$ cat config.mk
export PLATFORM = sky130hd
export DESIGN_NAME = paralelo_serial_tx_gen_flat
export DESIGN_NICKNAME = d
export VERILOG_FILES = /design/src/rtl/paralelo_serial_tx_gen_pkg.sv /design/src/rtl/paralelo_serial_tx_gen_if.sv /design/src/rtl/paralelo_serial_tx_gen_contador_palabra.sv /design/src/rtl/paralelo_serial_tx_gen.sv /design/src/flat_wrapper.sv
export SDC_FILE = /design/constraint.sdc
export NUM_CORES = 1
export LEC_CHECK = 0
export ABC_AREA = 1
export CAP_MARGIN = 25
export CORE_AREA = 2 2 46 48
export CTS_BUF_LIST = sky130_fd_sc_hd__clkbuf_8
export DETAILED_ROUTE_END_ITERATION = 10
export DIE_AREA = 0 0 48 50
export GPL_ROUTABILITY_DRIVEN = 0
export HOLD_SLACK_MARGIN = 0.15
export SETUP_SLACK_MARGIN = 0.02
export SLEW_MARGIN = 30
export SYNTH_ARGS = -nofsm -noshare
export SYNTH_HDL_FRONTEND = slang
export SYNTH_SLANG_ARGS = --single-unit
export TNS_END_PERCENT = 30
$ cat constraint.sdc
create_clock -name clk_32f -period 1.6 [get_ports clk_32f]
set_input_delay 0.32 -clock clk_32f [delete_from_list [all_inputs] [get_ports clk_32f]]
set_output_delay 0.32 -clock clk_32f [all_outputs]
set_load 0.01 [all_outputs]
$ cat src/rtl/paralelo_serial_tx_gen_pkg.sv
// Shared PHY definitions for the serial TX/RX path: comma constant, link state
// encoding and a constant-width helper.
package paralelo_serial_tx_gen_pkg;

  localparam logic [7:0] K28_5 = 8'hBC;

  typedef enum logic {
    ST_SYNC = 1'b0,
    ST_RUN  = 1'b1
  } tx_state_t;

  function automatic int clog2(input int n);
    int r;
    r = 0;
    for (int v = n - 1; v > 0; v = v >> 1) begin
      r++;
    end
    return r;
  endfunction

endpackage

$ cat src/rtl/paralelo_serial_tx_gen_if.sv
// Word-level load handshake between the TX striping/FIFO logic and the serialiser.
interface paralelo_serial_tx_gen_if #(
  parameter int WIDTH = 8
);
  logic [WIDTH-1:0] data_in;
  logic             valid_in;
  logic             ready_out;

  modport master (output data_in, output valid_in, input ready_out);
  modport slave  (input data_in, input valid_in, output ready_out);
endinterface

$ cat src/rtl/paralelo_serial_tx_gen_contador_palabra.sv
// Bit-position counter for one serial word; flags the load edge and marks word
// starts. Shared with the serial-to-parallel receiver.
module contador_palabra
  import paralelo_serial_tx_gen_pkg::*;
#(
  parameter int WIDTH = 8,
  parameter int IW    = clog2(WIDTH)
) (
  input  logic clk_32f,
  input  logic reset_L,
  output logic load_edge,
  output logic word_start
);

  logic [IW-1:0] r_index;
  logic          r_word_start;

  // Reset parks the counter on the last bit so the first edge loads a word.
  assign load_edge  = (r_index == IW'(WIDTH - 1));
  assign word_start = r_word_start;

  always_ff @(posedge clk_32f or negedge reset_L) begin
    if (!reset_L) begin
      r_index      <= IW'(WIDTH - 1);
      r_word_start <= 1'b0;
    end else begin
      r_word_start <= load_edge;
      if (load_edge) begin
        r_index <= '0;
      end else begin
        r_index <= r_index + IW'(1);
      end
    end
  end

endmodule

$ cat src/rtl/paralelo_serial_tx_gen.sv
// Parallel-to-serial transmitter: sync phase of comma words after reset, then
// valid/ready word loading with comma fill, gapless bit stream.
module paralelo_serial_tx_gen
  import paralelo_serial_tx_gen_pkg::*;
#(
  parameter int               WIDTH      = 8,
  parameter logic [WIDTH-1:0] IDLE_WORD  = WIDTH'(K28_5),
  parameter bit               MSB_FIRST  = 1'b1,
  parameter int               SYNC_WORDS = 4
) (
  input  logic                    clk_32f,
  input  logic                    reset_L,
  paralelo_serial_tx_gen_if.slave tx_if,
  output logic                    data_out,
  output logic                    word_start,
  output logic                    active_out
);

  localparam int CW = clog2(SYNC_WORDS) + 1;

  tx_state_t        r_state, w_state_next;
  logic [CW-1:0]    r_sync_cnt, w_sync_cnt_next;
  logic             r_active, w_active_next;
  logic [WIDTH-1:0] r_shreg;
  logic             r_data;
  logic             w_load;
  logic             w_ready;
  logic [WIDTH-1:0] w_word;

  contador_palabra #(.WIDTH(WIDTH)) u_contador (
    .clk_32f   (clk_32f),
    .reset_L   (reset_L),
    .load_edge (w_load),
    .word_start(word_start)
  );

  assign w_ready         = (r_state == ST_RUN) && w_load;
  assign tx_if.ready_out = w_ready;
  assign w_word          = (tx_if.valid_in && w_ready) ? tx_if.data_in : IDLE_WORD;
  assign data_out        = r_data;
  assign active_out      = r_active;

  always_ff @(posedge clk_32f or negedge reset_L) begin
    if (!reset_L) begin
      r_state    <= ST_SYNC;
      r_sync_cnt <= '0;
      r_active   <= 1'b0;
    end else begin
      r_state    <= w_state_next;
      r_sync_cnt <= w_sync_cnt_next;
      r_active   <= w_active_next;
    end
  end

  always_comb begin
    w_state_next    = r_state;
    w_sync_cnt_next = r_sync_cnt;
    w_active_next   = r_active;
    if (r_state == ST_SYNC && w_load) begin
      w_sync_cnt_next = r_sync_cnt + CW'(1);
      if (r_sync_cnt == CW'(SYNC_WORDS - 1)) begin
        w_state_next  = ST_RUN;
        w_active_next = 1'b1;
      end
    end
  end

  // The register holds the not-yet-sent bits, pre-shifted so the next bit is
  // always at the outgoing end.
  always_ff @(posedge clk_32f or negedge reset_L) begin
    if (!reset_L) begin
      r_shreg <= IDLE_WORD;
      r_data  <= 1'b0;
    end else if (w_load) begin
      if (MSB_FIRST) begin
        r_data  <= w_word[WIDTH-1];
        r_shreg <= {w_word[WIDTH-2:0], 1'b0};
      end else begin
        r_data  <= w_word[0];
        r_shreg <= {1'b0, w_word[WIDTH-1:1]};
      end
    end else begin
      if (MSB_FIRST) begin
        r_data  <= r_shreg[WIDTH-1];
        r_shreg <= {r_shreg[WIDTH-2:0], 1'b0};
      end else begin
        r_data  <= r_shreg[0];
        r_shreg <= {1'b0, r_shreg[WIDTH-1:1]};
      end
    end
  end

endmodule

$ cat src/flat_wrapper.sv
// flat-port wrapper written by rule: the top's interface ports become plain ports
module paralelo_serial_tx_gen_flat import paralelo_serial_tx_gen_pkg::*;
#(
  parameter int               WIDTH      = 8,
  parameter logic [WIDTH-1:0] IDLE_WORD  = WIDTH'(K28_5),
  parameter bit               MSB_FIRST  = 1'b1,
  parameter int               SYNC_WORDS = 4
)
  (clk_32f, reset_L, data_out, word_start, active_out, tx_if_data_in, tx_if_valid_in, tx_if_ready_out);
  paralelo_serial_tx_gen_if #(.WIDTH(WIDTH)) tx_if_i ();
  input  logic clk_32f;
  input  logic reset_L;
  output logic data_out;
  output logic word_start;
  output logic active_out;
  input wire logic [$bits(tx_if_i.data_in)-1:0] tx_if_data_in;
  input wire logic [$bits(tx_if_i.valid_in)-1:0] tx_if_valid_in;
  output wire logic [$bits(tx_if_i.ready_out)-1:0] tx_if_ready_out;
  assign tx_if_i.data_in = tx_if_data_in;
  assign tx_if_i.valid_in = tx_if_valid_in;
  assign tx_if_ready_out = tx_if_i.ready_out;
  paralelo_serial_tx_gen #(.WIDTH(WIDTH), .IDLE_WORD(IDLE_WORD), .MSB_FIRST(MSB_FIRST), .SYNC_WORDS(SYNC_WORDS)) u_core (.clk_32f(clk_32f), .reset_L(reset_L), .tx_if(tx_if_i), .data_out(data_out), .word_start(word_start), .active_out(active_out));
endmodule
**Word-level counts from Yosys, hierarchy flattened**

Index checks and enable logic that the tools add are counted.

- Register bits after elaboration: 17
- Input port bits: 11
- Output and inout port bits: 4
- Word-level logic and storage cells: 19

- Add/sub/neg operators: 2
- Eq/ne operators: 2
- Muxes and demuxes: 4
- Bitwise logic cells: 1
- Reductions and logical operators: 4

Operators by type and width:

| cell | count |
|---|---|
| 2-to-1 mux 8 bit | 2 |
| adder 3 x 1 -> 3 bit (second input constant) | 2 |
| == test 3 x 2 -> 1 bit (second input constant) | 1 |
| == test 3 bit (second input constant) | 1 |
| logical AND 1 bit | 3 |
| 2-to-1 mux 3 bit | 1 |
| AND reduction 2 bit | 1 |
| 2-to-1 mux 1 bit | 1 |
| NOT 1 bit | 1 |

**Logic depth before layout (Yosys ltp)**

- Depth in word-level cells: 5
- Depth in mapped cells: 6
- Depth with buffers taken out: 6

**Cells and area by module**

A second synthesis with hierarchy kept.

- Cells, all modules: 62
- Area, all modules: 636.9 µm²

By module, submodules not included:

| module | times used | cells an instance | area each (µm²) | sequential area each (µm²) |
|---|---|---|---|---|
| paralelo_serial_tx_gen | 1 | 55 | 504.2 | 306.5 |
| contador_palabra | 1 | 7 | 132.6 | 103.8 |

**Least setup slack after synthesis**

Ideal clock, no wire load.

- Kind: register -> output
- Start point: register u_core.u_contador.r_index[0]
- End point: output tx_if_ready_out
- Arrival time: 1.137 ns
- Data required time: 1.280 ns
- Slack: 0.143 ns
- Cell stages (with the launch flop): 6
- Path buffers: 1
- Cell sequence: dfstp_2 -> ha_1 -> ha_1 -> buf_4 -> nand2_1 -> inv_1

- Longest elaborated chain between the ends: 2

Ends and longest elaborated chain:

| what | RTL line | RTL |
|---|---|---|
| start, declared | paralelo_serial_tx_gen_contador_palabra.sv:15 | `logic [IW-1:0] r_index;` |
| start signal, assigned | paralelo_serial_tx_gen_contador_palabra.sv:24 | `r_index <= IW'(WIDTH - 1);` |
| start signal, assigned | paralelo_serial_tx_gen_contador_palabra.sv:31 | `r_index <= r_index + IW'(1);` |
| == test 3 bit | paralelo_serial_tx_gen_contador_palabra.sv:19 | `assign load_edge = (r_index == IW'(WIDTH - 1));` |
| net u_core.u_contador.load_edge | paralelo_serial_tx_gen_contador_palabra.sv:11 | `output logic load_edge,` |
| logical AND 1 bit | paralelo_serial_tx_gen.sv:37 | `assign w_ready = (r_state == ST_RUN) && w_load;` |
| end, declared | flat_wrapper.sv:18 | `output wire logic [$bits(tx_if_i.ready_out)-1:0] tx_if_ready_out;` |

The timed path passes the listed nets, and every way through them passes these cells.

**Final worst setup path**

Same ends and word-level chain as after synthesis.

==> flow_summary.json <==
{
  "synth_edf_count": 0,
  "drt-vias-per-instance": 4.07,
  "syn-num-nets": 81,
  "placedInstanceArea_um2": 828,
  "irDropWorstVdd_uv": 627,
  "drt_pre_antenna_iters": 4,
  "port_buffers": 14,
  "die_h_um": 50,
  "numCtsBuffers": 3,
  "cap_violations": 0,
  "required_ns": 1.28,
  "grt_first_pass_wirelength_mm": 1.61,
  "grt_max_degree": 17,
  "skew_ns": 0.00242,
  "status": "finished clean",
  "nets": 101,
  "clock_path_buffers": 2,
  "initial_core_util_pct": 34.0,
  "die_area_um2": 2400,
  "area_growth_syn_to_layout_pct": 38.9,
  "worst_slew_pin_slew_ns": 0.196,
  "path_class": "reg -> out",
  "fin_setup_tns_ns": 0,
  "dp_hpwl_um": 680,
  "drc": 0,
  "period_needed_ns": 1.57,
  "finalCritPeriodShare_pct": 98.3,
  "rows": 16,
  "grt_pass1_vias": 383,
  "drtIter0Drc": 7,
  "htree_levels": 1,
  "report.power.total_uw": 751,
  "final_cells": 111,
  "synthDistinctLibCells": 10,
  "async_flop_share_pct": 100,
  "overflow": 0,
  "setup_viol": 0,
  "slew_violations": 0,
  "crit_fanout": 2,
  "final_antenna_net_count": 0,
  "n_fill_cell": 183,
  "pre_cts_slack_ns": -0.149,
  "io_pins": 15,
  "clkSinkCount": 16,
  "syn_area_per_cell_um2": 9.80,
  "rsz0062_at_grt": "true",
  "end_kind": "primary output",
  "placeableCoreArea_um2": 1900,
  "synth_commonest_cells": "nor2_1, nand2_1, inv_1",
  "num_vias": 452,
  "start_kind": "register",
  "clock_latency_ns": 0.24,
  "hold_class": "in -> async",
  "startpoint": "u_core.u_contador.r_index[0]",
  "reg2reg_from": "u_core.u_contador.r_index[0]",
  "ys_seq_area_share_pct": 63.4,
  "clkSlewWorstSetupHoldPaths_ns": 0.06,
  "crit_arrival_ns": 1.25,
  "avgRoutedWirePerCell_um": 9.12,
  "synth_area_leaders": "dfstp_2, dfrtp_1, nor2_1",
  "root_buffer": "clkbuf_8",
  "worst_slack_ns": 0.0272,
  "rr_worst_depth": 6,
  "mappedNetlistArea_um2": 647,
  "wirelength_mm": 1.01,
  "ys.flop_type": "dfstp_2",
  "syn-instance-count": 66,
  "diodes": 0,
  "drive_gt1_share_pct": 22.6,
  "yosysWarnings": 0,
  "slew_headroom_pct": 86.9,
  "die_w_um": 48,
  "synth_top_area_cell": "dfstp_2",
  "gr-usage-all-layers_pct": 9.99,
  "fmax_ghz": 0.636,
  "final-hold-violation-count": 0,
  "dp.cells": 108,
  "final_area_um2": 898,
  "antenna_found_initial": 0,
  "cts_tree": "yes",
  "p_per_area_nw_per_um2": 836,
  "synth_top_area_share_pct": 32.5,
  "p_leak_uw": 0.000447,
  "ys_seq_elements": 16,
  "yosysMostFrequentCell": "nor2_1"
}
==> critical path, stage by stage, from the launching register on <==
cell and delay (ns):
dfstp_2 0.56, ha_4 0.14, ha_4 0.12, nand2_2 0.04, inv_2 0.05, buf_6 0.09
==> cells by family (layout without fill, tap and decap cells) <==
logic type                 after synthesis  in the layout  synth area share (%)
AOI/OAI and AO/OA                        3              3                  2.32
adders and majority gates                4              4                  7.74
buffers and inverters                   11             29                  6.96
DFF                                     16             16                  63.4
and+or+nand+nor                         32             32                  19.5
==> power by group <==
group | total, µW | internal (µW) | switching [µW]
Clock | 285 | 166 | 118
Sequential | 421 | 419 | 2.25
Combinational | 44.8 | 28.9 | 15.9
Total | 751 | 614 | 136
==> metal layers <==
metal  share of wire (%)  wire length (µm)  GRT usage [%]  up-vias
met5                   0                 0              0        -
met1                  45               451           12.3      205
met4                 1.4                14           2.70        0
met3                 6.5                66           6.59        2
met2                  47               479           14.2       13
li1                    -                 -              -      232
==> through the flow <==
step / hold WS [ns] / utilization [%]
floorplan: 0.0244 / -
detailed placement: 0.458 / 43.6
global placement: 0.452 / 43.6
global route: 0.408 / 47.2
finish: 0.394 / 47.2
CTS: 0.398 / 46.8
==> what timing repair did <==
item                       CTS  global route
pin swaps                    2             2
gates resized for setup      8             3
hold buffers                 0             0
buffers inserted             0             0
setup endpoints to repair    1             1
==> worst paths after layout <==
check / to / slack, ns
setup / recovery: tx_if_ready_out / 0.03
hold / removal: u_core.r_sync_cnt[2] / 0.39
setup reg to reg: u_core.data_out / 0.12
hold reg to reg: u_core.r_shreg[7] / 0.47
max in group asynchronous: u_core.r_shreg[7] / 0.96
min in group clk_32f: u_core.r_shreg[7] / 0.47
==> state kept, by name (all words and copies together), names as in the netlist <==
| signal | flops |
|---|---|
| u_core.r_shreg | 7 |
| u_core.r_sync_cnt | 3 |
| u_core.u_contador.r_index | 3 |
| u_core.active_out | 1 |
| u_core.data_out | 1 |
| u_core.u_contador.word_start | 1 |
==> final cells by class <==
cell class | count | area [µm²] | area share (%)
tap | 27 | 33.8 | 3.76
multi-input combinational | 39 | 219 | 24.4
clock buffer | 3 | 41.3 | 4.60
sequential | 16 | 410 | 45.7
timing repair buffer | 16 | 156 | 17.4
inverter | 10 | 37.5 | 4.18
==> placed cells by master, fill, tap and decap left out, drive strengths merged <==
cell type	synthesis	routed
dfrtp	8	8
nand3	1	1
inv	10	10
clkdlybuf4s50	0	13
dfstp	8	8
clkbuf	0	3
ha	4	4
buf	1	3
o21ai	3	3
nor2	18	18
nand2	13	13
No activity file was read; power rests on OpenSTA's default activity.
